`src/rtl/roic_deser_align_seq_if.sv`:
```
// Handshake bundle between the register map / deserializer and the alignment sequencer.
interface roic_deser_align_seq_if;
  logic        start;
  logic        abort;
  logic [11:0] align_done;
  logic        deser_reset;
  logic        dly_tap_ld;
  logic [4:0]  dly_tap_in;
  logic        align_start;
  logic        busy;
  logic        done;
  logic        fail;
  logic [11:0] fail_mask;
  logic [2:0]  retry_cnt;

  modport master (
    output start, abort, align_done,
    input  deser_reset, dly_tap_ld, dly_tap_in, align_start,
    input  busy, done, fail, fail_mask, retry_cnt
  );

  modport slave (
    input  start, abort, align_done,
    output deser_reset, dly_tap_ld, dly_tap_in, align_start,
    output busy, done, fail, fail_mask, retry_cnt
  );
endinterface

```
`src/rtl/roic_deser_align_seq.sv`:
```
// Deserializer reset / delay-tap load / word-alignment sequencer with timeout and retry.
// Optional feature: define ROIC_ALIGN_TAP_SWEEP_EN to advance the tap by TAP_STEP on each retry.
module roic_deser_align_seq #(
  parameter int unsigned RST_CYCLES     = 16,
  parameter int unsigned SETTLE_CYCLES  = 8,
  parameter int unsigned TIMEOUT_CYCLES = 4096,
  parameter int unsigned MAX_RETRY      = 3,
  parameter logic [4:0]  TAP_INIT       = 5'd0,
  parameter logic [4:0]  TAP_STEP       = 5'd4
) (
  input  logic                        clk_20mhz,
  input  logic                        rst_n_20mhz,
  roic_deser_align_seq_if.slave       bus
);

  typedef enum logic [2:0] {
    S_IDLE, S_RESET, S_TAP_LOAD, S_SETTLE, S_ALIGN, S_WAIT, S_DONE, S_FAIL
  } state_e;

`ifdef ROIC_ALIGN_TAP_SWEEP_EN
  localparam bit SWEEP_EN = 1'b1;
`else
  localparam bit SWEEP_EN = 1'b0;
`endif

  localparam logic [15:0] RST_LAST     = 16'(RST_CYCLES - 1);
  localparam logic [15:0] SETTLE_LAST  = 16'(SETTLE_CYCLES - 1);
  localparam logic [15:0] TIMEOUT_LAST = 16'(TIMEOUT_CYCLES - 1);
  localparam logic [2:0]  RETRY_MAX    = 3'(MAX_RETRY);
  // Without sweep the tap only ever holds TAP_INIT, so a zero step keeps it there.
  localparam logic [4:0]  RETRY_STEP   = SWEEP_EN ? TAP_STEP : 5'd0;

  state_e      state_q, state_d;
  logic [15:0] cnt_q, cnt_d;
  logic [4:0]  tap_q, tap_d;
  logic [2:0]  retry_q, retry_d;
  logic [11:0] mask_q, mask_d;
  logic        busy;
  logic        all_done;

  assign busy     = (state_q != S_IDLE) && (state_q != S_DONE) && (state_q != S_FAIL);
  assign all_done = &bus.align_done;

  always_ff @(posedge clk_20mhz or negedge rst_n_20mhz) begin
    if (!rst_n_20mhz) begin
      state_q <= S_IDLE;
      cnt_q   <= '0;
      tap_q   <= TAP_INIT;
      retry_q <= '0;
      mask_q  <= '0;
    end else begin
      state_q <= state_d;
      cnt_q   <= cnt_d;
      tap_q   <= tap_d;
      retry_q <= retry_d;
      mask_q  <= mask_d;
    end
  end

  always_comb begin
    state_d = state_q;
    cnt_d   = cnt_q + 16'd1;
    tap_d   = tap_q;
    retry_d = retry_q;
    mask_d  = mask_q;
    case (state_q)
      S_IDLE, S_DONE, S_FAIL: begin
        cnt_d = '0;
        if (bus.start && !bus.abort) begin
          state_d = S_RESET;
          tap_d   = TAP_INIT;
          retry_d = '0;
          mask_d  = '0;
        end
      end
      S_RESET: begin
        if (cnt_q == RST_LAST) begin
          state_d = S_TAP_LOAD;
          cnt_d   = '0;
        end
      end
      S_TAP_LOAD: begin
        state_d = S_SETTLE;
        cnt_d   = '0;
      end
      S_SETTLE: begin
        if (cnt_q == SETTLE_LAST) begin
          state_d = S_ALIGN;
          cnt_d   = '0;
        end
      end
      S_ALIGN: begin
        state_d = S_WAIT;
        cnt_d   = '0;
      end
      S_WAIT: begin
        // Full alignment is checked first so it wins over a coincident timeout.
        if (all_done) begin
          state_d = S_DONE;
          cnt_d   = '0;
        end else if (cnt_q == TIMEOUT_LAST) begin
          cnt_d = '0;
          if (retry_q < RETRY_MAX) begin
            retry_d = retry_q + 3'd1;
            tap_d   = tap_q + RETRY_STEP;
            state_d = S_RESET;
          end else begin
            mask_d  = ~bus.align_done;
            state_d = S_FAIL;
          end
        end
      end
      default: begin
        state_d = S_IDLE;
        cnt_d   = '0;
      end
    endcase
    if (busy && bus.abort) begin
      state_d = S_IDLE;
      cnt_d   = '0;
    end
  end

  assign bus.deser_reset = (state_q == S_RESET);
  assign bus.dly_tap_ld  = (state_q == S_TAP_LOAD);
  assign bus.dly_tap_in  = tap_q;
  assign bus.align_start = (state_q == S_ALIGN);
  assign bus.busy        = busy;
  assign bus.done        = (state_q == S_DONE);
  assign bus.fail        = (state_q == S_FAIL);
  assign bus.fail_mask   = mask_q;
  assign bus.retry_cnt   = retry_q;

endmodule
```
`src/flat_wrapper.sv`:
```
// flat-port wrapper written by rule: the top's interface ports become plain ports
module roic_deser_align_seq_flat 
#(
  parameter int unsigned RST_CYCLES     = 16,
  parameter int unsigned SETTLE_CYCLES  = 8,
  parameter int unsigned TIMEOUT_CYCLES = 4096,
  parameter int unsigned MAX_RETRY      = 3,
  parameter logic [4:0]  TAP_INIT       = 5'd0,
  parameter logic [4:0]  TAP_STEP       = 5'd4
)
  (clk_20mhz, rst_n_20mhz, bus_start, bus_abort, bus_align_done, bus_deser_reset, bus_dly_tap_ld, bus_dly_tap_in, bus_align_start, bus_busy, bus_done, bus_fail, bus_fail_mask, bus_retry_cnt);
  roic_deser_align_seq_if bus_i ();
  input  logic clk_20mhz;
  input  logic rst_n_20mhz;
  input wire logic [$bits(bus_i.start)-1:0] bus_start;
  input wire logic [$bits(bus_i.abort)-1:0] bus_abort;
  input wire logic [$bits(bus_i.align_done)-1:0] bus_align_done;
  output wire logic [$bits(bus_i.deser_reset)-1:0] bus_deser_reset;
  output wire logic [$bits(bus_i.dly_tap_ld)-1:0] bus_dly_tap_ld;
  output wire logic [$bits(bus_i.dly_tap_in)-1:0] bus_dly_tap_in;
  output wire logic [$bits(bus_i.align_start)-1:0] bus_align_start;
  output wire logic [$bits(bus_i.busy)-1:0] bus_busy;
  output wire logic [$bits(bus_i.done)-1:0] bus_done;
  output wire logic [$bits(bus_i.fail)-1:0] bus_fail;
  output wire logic [$bits(bus_i.fail_mask)-1:0] bus_fail_mask;
  output wire logic [$bits(bus_i.retry_cnt)-1:0] bus_retry_cnt;
  assign bus_i.start = bus_start;
  assign bus_i.abort = bus_abort;
  assign bus_i.align_done = bus_align_done;
  assign bus_deser_reset = bus_i.deser_reset;
  assign bus_dly_tap_ld = bus_i.dly_tap_ld;
  assign bus_dly_tap_in = bus_i.dly_tap_in;
  assign bus_align_start = bus_i.align_start;
  assign bus_busy = bus_i.busy;
  assign bus_done = bus_i.done;
  assign bus_fail = bus_i.fail;
  assign bus_fail_mask = bus_i.fail_mask;
  assign bus_retry_cnt = bus_i.retry_cnt;
  roic_deser_align_seq #(.RST_CYCLES(RST_CYCLES), .SETTLE_CYCLES(SETTLE_CYCLES), .TIMEOUT_CYCLES(TIMEOUT_CYCLES), .MAX_RETRY(MAX_RETRY), .TAP_INIT(TAP_INIT), .TAP_STEP(TAP_STEP)) u_core (.clk_20mhz(clk_20mhz), .rst_n_20mhz(rst_n_20mhz), .bus(bus_i));
endmodule
```
`config.mk`:
```
export PLATFORM = sky130hd
export DESIGN_NAME = roic_deser_align_seq_flat
export DESIGN_NICKNAME = d
export VERILOG_FILES = /design/src/rtl/roic_deser_align_seq_if.sv /design/src/rtl/roic_deser_align_seq.sv /design/src/flat_wrapper.sv
export SDC_FILE = /design/constraint.sdc
export NUM_CORES = 1
export LEC_CHECK = 0
export BUFFER_PORTS_ARGS = -buffer_cell sky130_fd_sc_hd__buf_4
export CAP_MARGIN = 20
export CORE_MARGIN = 4
export CORE_UTILIZATION = 40
export DETAILED_ROUTE_END_ITERATION = 16
export PLACE_DENSITY = 0.68
export SYNTH_ARGS = -nofsm -noshare
export SYNTH_HDL_FRONTEND = slang
export SYNTH_SLANG_ARGS = --single-unit
```
`constraint.sdc`:
```
create_clock -name clk_20mhz -period 2.1 [get_ports clk_20mhz]
set_input_delay 0.42 -clock clk_20mhz [delete_from_list [all_inputs] [get_ports clk_20mhz]]
set_output_delay 0.42 -clock clk_20mhz [all_outputs]
set_load 0.01 [all_outputs]
```
# After elaboration in Yosys (flattened, before gate mapping)
# Cells that the tools add are included.
# totals
register_bits,34
in_bits,16
out_inout_bits,26
elab_cells,67
# classes
addsub,2
n_lt_le_gt_ge,1
eq_ne,21
muxes,24
n_bitwise,1
reduce_logical,14
# op_table
cell,count
16-bit two-way mux,5
16-bit case mux with 4 select lines,1
12-bit two-way mux,4
3-bit two-way mux,11
12-bit case mux with 2 select lines,1
3-bit case mux with 6 select lines,1
16-bit by 1-bit adder with 16-bit output (second input constant),1
16-bit by 12-bit == test with 1-bit output (second input constant),1
16-bit by 3-bit == test with 1-bit output (second input constant),1
16-bit by 4-bit == test with 1-bit output (second input constant),1
3-bit == test (second input constant),4
12-bit NOT,1
12-bit AND reduction,1
5-bit AND reduction,2
3-bit by 1-bit inequality test with 1-bit output (second input constant),3
3-bit by 2-bit == test with 1-bit output (second input constant),2
2-bit by 1-bit inequality test with 1-bit output (second input constant),3
3-bit inequality test (second input constant),2
3-bit case mux with 2 select lines,1
5-bit OR reduction,1
1-bit logical AND,4
2-bit inequality test (second input constant),2
4-bit by 1-bit inequality test with 1-bit output (second input constant),1
4-bit AND reduction,1
other kinds (8),8

# Depth between registers and ports, before layout
# logic_depth
ltp_word,6
ltp_mapped,7
depth_no_buf,6

# Least setup slack after synthesis
# OpenSTA, ideal clock, no wires.
# synth_timing
path_type,reg2reg
startpoint,register u_core.cnt_q[13]
endpoint,register u_core.cnt_q[14]
setup_time_ns,0.119
t_arrival_ns,2.052
required_ns,1.981
path_slack_ns,-0.070
stages_incl_launch_ff,7
n_path_buf,1
period_less_slack_ns,2.170
cell_sequence,dfrtp_1 -> or4_4 -> or4_4 -> nor3b_4 -> o21ai_4 -> buf_6 -> nor2_1
# synth_between
elab_chain_len,5
elab_cells_between_ends,10
classes_between,add/sub (1); eq/ne (3); mux (6)
# synth_rtl
element,line,text
"start, declared",roic_deser_align_seq.sv:34,"logic [15:0] cnt_q, cnt_d;"
"start signal, assigned",roic_deser_align_seq.sv:53,cnt_q <= cnt_d;
16-bit by 1-bit adder with 16-bit output / 16-bit by 12-bit == test with 1-bit output (equally long branches),"roic_deser_align_seq.sv:62, roic_deser_align_seq.sv:101",
16-bit two-way mux,roic_deser_align_seq.sv:101,end else if (cnt_q == TIMEOUT_LAST) begin
16-bit two-way mux,roic_deser_align_seq.sv:98,if (all_done) begin
16-bit case mux with 4 select lines (*),roic_deser_align_seq.sv:66,case (state_q)
16-bit two-way mux (*),roic_deser_align_seq.sv:118,if (busy && bus.abort) begin
net u_core.cnt_d[14],roic_deser_align_seq.sv:34,
# The timed path passes the listed nets; every way through them passes the cells marked *.
# A chain may end at the register's enable or synchronous reset.

# Worst setup path after layout
# Ends and elaborated chain as after synthesis.

==> reports/results.ini <==
[run_status]
status=completed

[timing]
final-max-slew-violation-count=0
fin_setup_tns_ps=0
hold_violations=0
fin_crit_sh=0.9764
fin_ws_ps=49.60
fmax_mhz=487.7
finalSetupViolCount=0
rsz0062_at_grt=yes
whs_ps=57.79
skew_ps=10.58
fin_crit_ps=2050

[clock_tree]
cts_sinks=34
post_cts_resized=2
clock_latency_ps=290
cts_tree=done
postCtsHoldBufs=0
h-tree-depth=2
cts_made_buffers=5
postCtsSetupBuffers=0
root_buffer=clkbuf_8
clkTransAtPathRegs_ps=70
cts_buffer_depth=2

[synth]
synth_warnings=0
ys.flop_type=dfrtp_1
synth-async-reset-ratio=1.000
ys_types=37
avgSynthCellArea_um2=9.939
synthCells=178
yosys_register_bits=34
mappedNetlistArea_um2=1769
synth-edff-count=0
ys_seq_area_frac=0.4809

[power_and_ir_drop]
p_int_mw=1.144
power_switching_mw=0.3968
power_density_nw_per_um2=676.6
ir_worst_vdd_mv=0.4149
power_frac_comb=0.171
swShare=0.2576
power_frac_seq=0.444
p_clk_frac=0.385
power_leakage_nw=1.053
finalPower_mw=1.541

[global_route]
grt_pass1_wl_mm=6.237
grt_pass1_vias=1423
grt_start_max_net_pins=35
antenna_found_initial=0
grt_use_total=0.1468
overflow=0

[critical_path]
rr_worst_depth=6
criticalPathCategory=reg -> reg
crit_arrival_ps=2220
required_ps=2270
end_kind=flop
r2r_setup_slack_ps=50
rr_startpoint=u_core.cnt_q[13]$_DFF_PN0_
start_kind=flop
worstReg2RegEnd=u_core.cnt_q[14]$_DFF_PN0_
cp_max_fo=16

[floorplan]
start_util=0.4269
pin_count=42
core-area_um2=4144
dieArea_um2=5551
die_h_um=74.51
rows=23
die_w_um=74.51

[final_layout]
final_cells=277
nets=244
antenna_cells=0
seqCellArea_um2=850.8
drive_above_1_share=0.2907
final_area_um2=2277
syn2layout_area_growth_pct=28.71
fin_util=0.5495
multi_input_area_um2=858.3
fillerInstances=393

[routing]
wl_per_cell_um=13.22
drc_errors=0
ant_nets=0
first_iter_violations=72
wl_mm=3.663
drtPass1Iterations=4
vias=1432
vias_per_cell=5.170

[place]
place_area_um2=2148
hpwlAfterDp_mm=2.784
gp_congestion=0.8035
place_ws_ps=-19.71
post-place-cells=269
portBuffers=36

[run]
cap_violations=0

[min_path]
min_path_type=in -> async

## metal layers
layer,track usage,share of wire,up-vias
li1,-,-,712
met5,0,0,-
met4,0.06917,0.022,0
met1,0.1767,0.46,677
met2,0.2390,0.45,34
met3,0.04595,0.069,9
## worst max-delay path, stage by stage (launching register included)
cell	delay, ps
dfrtp_1	380
or4_4	530
or4_4	450
nor3b_4	190
o21ai_4	170
buf_12	150
nor2_1	50
## layout by cell type (no fill, tap or decap), types with 3 or more instances in the layout
| cell | count |
|---|---|
| nand4_1 | 7 |
| inv_1 | 3 |
| nor4_1 | 3 |
| nor3_1 | 4 |
| nand2_1 | 12 |
| nor2_1 | 27 |
| a21oi_1 | 4 |
| xnor2_1 | 8 |
| conb_1 | 5 |
| clkbuf_8 | 5 |
| dfrtp_1 | 34 |
| buf_4 | 48 |
| o21ai_0 | 4 |
| and3_1 | 4 |
| nor2b_1 | 5 |
| xor2_1 | 7 |
| o2bb2ai_1 | 12 |
| nand3_1 | 6 |
## registers in the layout, summed over array words and instances, names as in the netlist
signal                flops
u_core.state_q            3
u_core.bus.fail_mask     12
u_core.cnt_q             16
u_core.bus.retry_cnt      3
## power groups by stage
| stage | combinational [mW] | sequential (mW) | clock (mW) |
|---|---|---|---|
| 2_1_floorplan | 0.151 | 0.690 | 0 |
| 3_3_place_gp | 0.262 | 0.696 | 0 |
| 3_5_place_dp | 0.264 | 0.697 | 0 |
| 4_1_cts | 0.264 | 0.684 | 0.611 |
| 5_1_grt | 0.293 | 0.687 | 0.642 |
| 6_report | 0.263 | 0.684 | 0.594 |
## worst max-delay path by stage
| stage | start | endpoint | slack [ps] | cells after the start |
|---|---|---|---|---|
| after floorplan | u_core.cnt_q[13]$_DFF_PN0_ | u_core.cnt_q[14]$_DFF_PN0_ | 30 | 6 |
| after global placement | u_core.cnt_q[13]$_DFF_PN0_ | u_core.bus.fail_mask[1]$_DFFE_PN0P_ | 30 | 5 |
| after detailed placement | u_core.cnt_q[13]$_DFF_PN0_ | u_core.bus.fail_mask[10]$_DFFE_PN0P_ | -20 | 5 |
| after CTS | u_core.cnt_q[13]$_DFF_PN0_ | u_core.bus.fail_mask[10]$_DFFE_PN0P_ | 20 | 5 |
| after global routing | u_core.cnt_q[13]$_DFF_PN0_ | u_core.bus.retry_cnt[1]$_DFFE_PN0P_ | -30 | 5 |
| final | u_core.cnt_q[13]$_DFF_PN0_ | u_core.cnt_q[14]$_DFF_PN0_ | 50 | 6 |
## Yosys cell counts (2+ instances only)
master     count  share of area
dfrtp_1       34           0.48
nor2_1        28          0.059
nand2_1       14          0.030
o2bb2ai_1     12          0.059
xnor2_1        8          0.040
nand4_1        7          0.025
xor2_1         7          0.035
nand3_1        6          0.017
buf_4          5          0.021
clkbuf_1       5          0.011
nor2b_1        5          0.018
a21oi_1        4          0.011
and3_1         4          0.014
nor3_1         4          0.011
o21ai_0        4          0.011
inv_1          3         0.0064
nor4_1         3          0.011
buf_6          2          0.013
ha_1           2          0.014
mux2i_1        2          0.011
nor3b_1        2         0.0085
or4_4          2          0.013
## logic make-up (layout without fill, tap and decap cells)
family	count (synthesis)	count (layout)	share of synthesized area
muxes	3	3	0.01980
DFF	34	34	0.4809
other	1	5	0.002120
AOI/OAI and AO/OA	28	28	0.1238
adders and majority gates	2	2	0.01414
buffers and inverters	15	60	0.05092
xor gates and xnor gates	15	15	0.07426
and+or+nand+nor	80	80	0.2341
## final cells by class
cell class | count | area share
tap | 50 | 0.02747
clock buffer | 5 | 0.03022
clock inverter | 3 | 0.01978
timing repair buffer | 49 | 0.1670
inverter | 3 | 0.004945
sequential | 34 | 0.3736
multi-input combinational | 133 | 0.3769
Note: power is estimated with default switching activity, not from simulation.
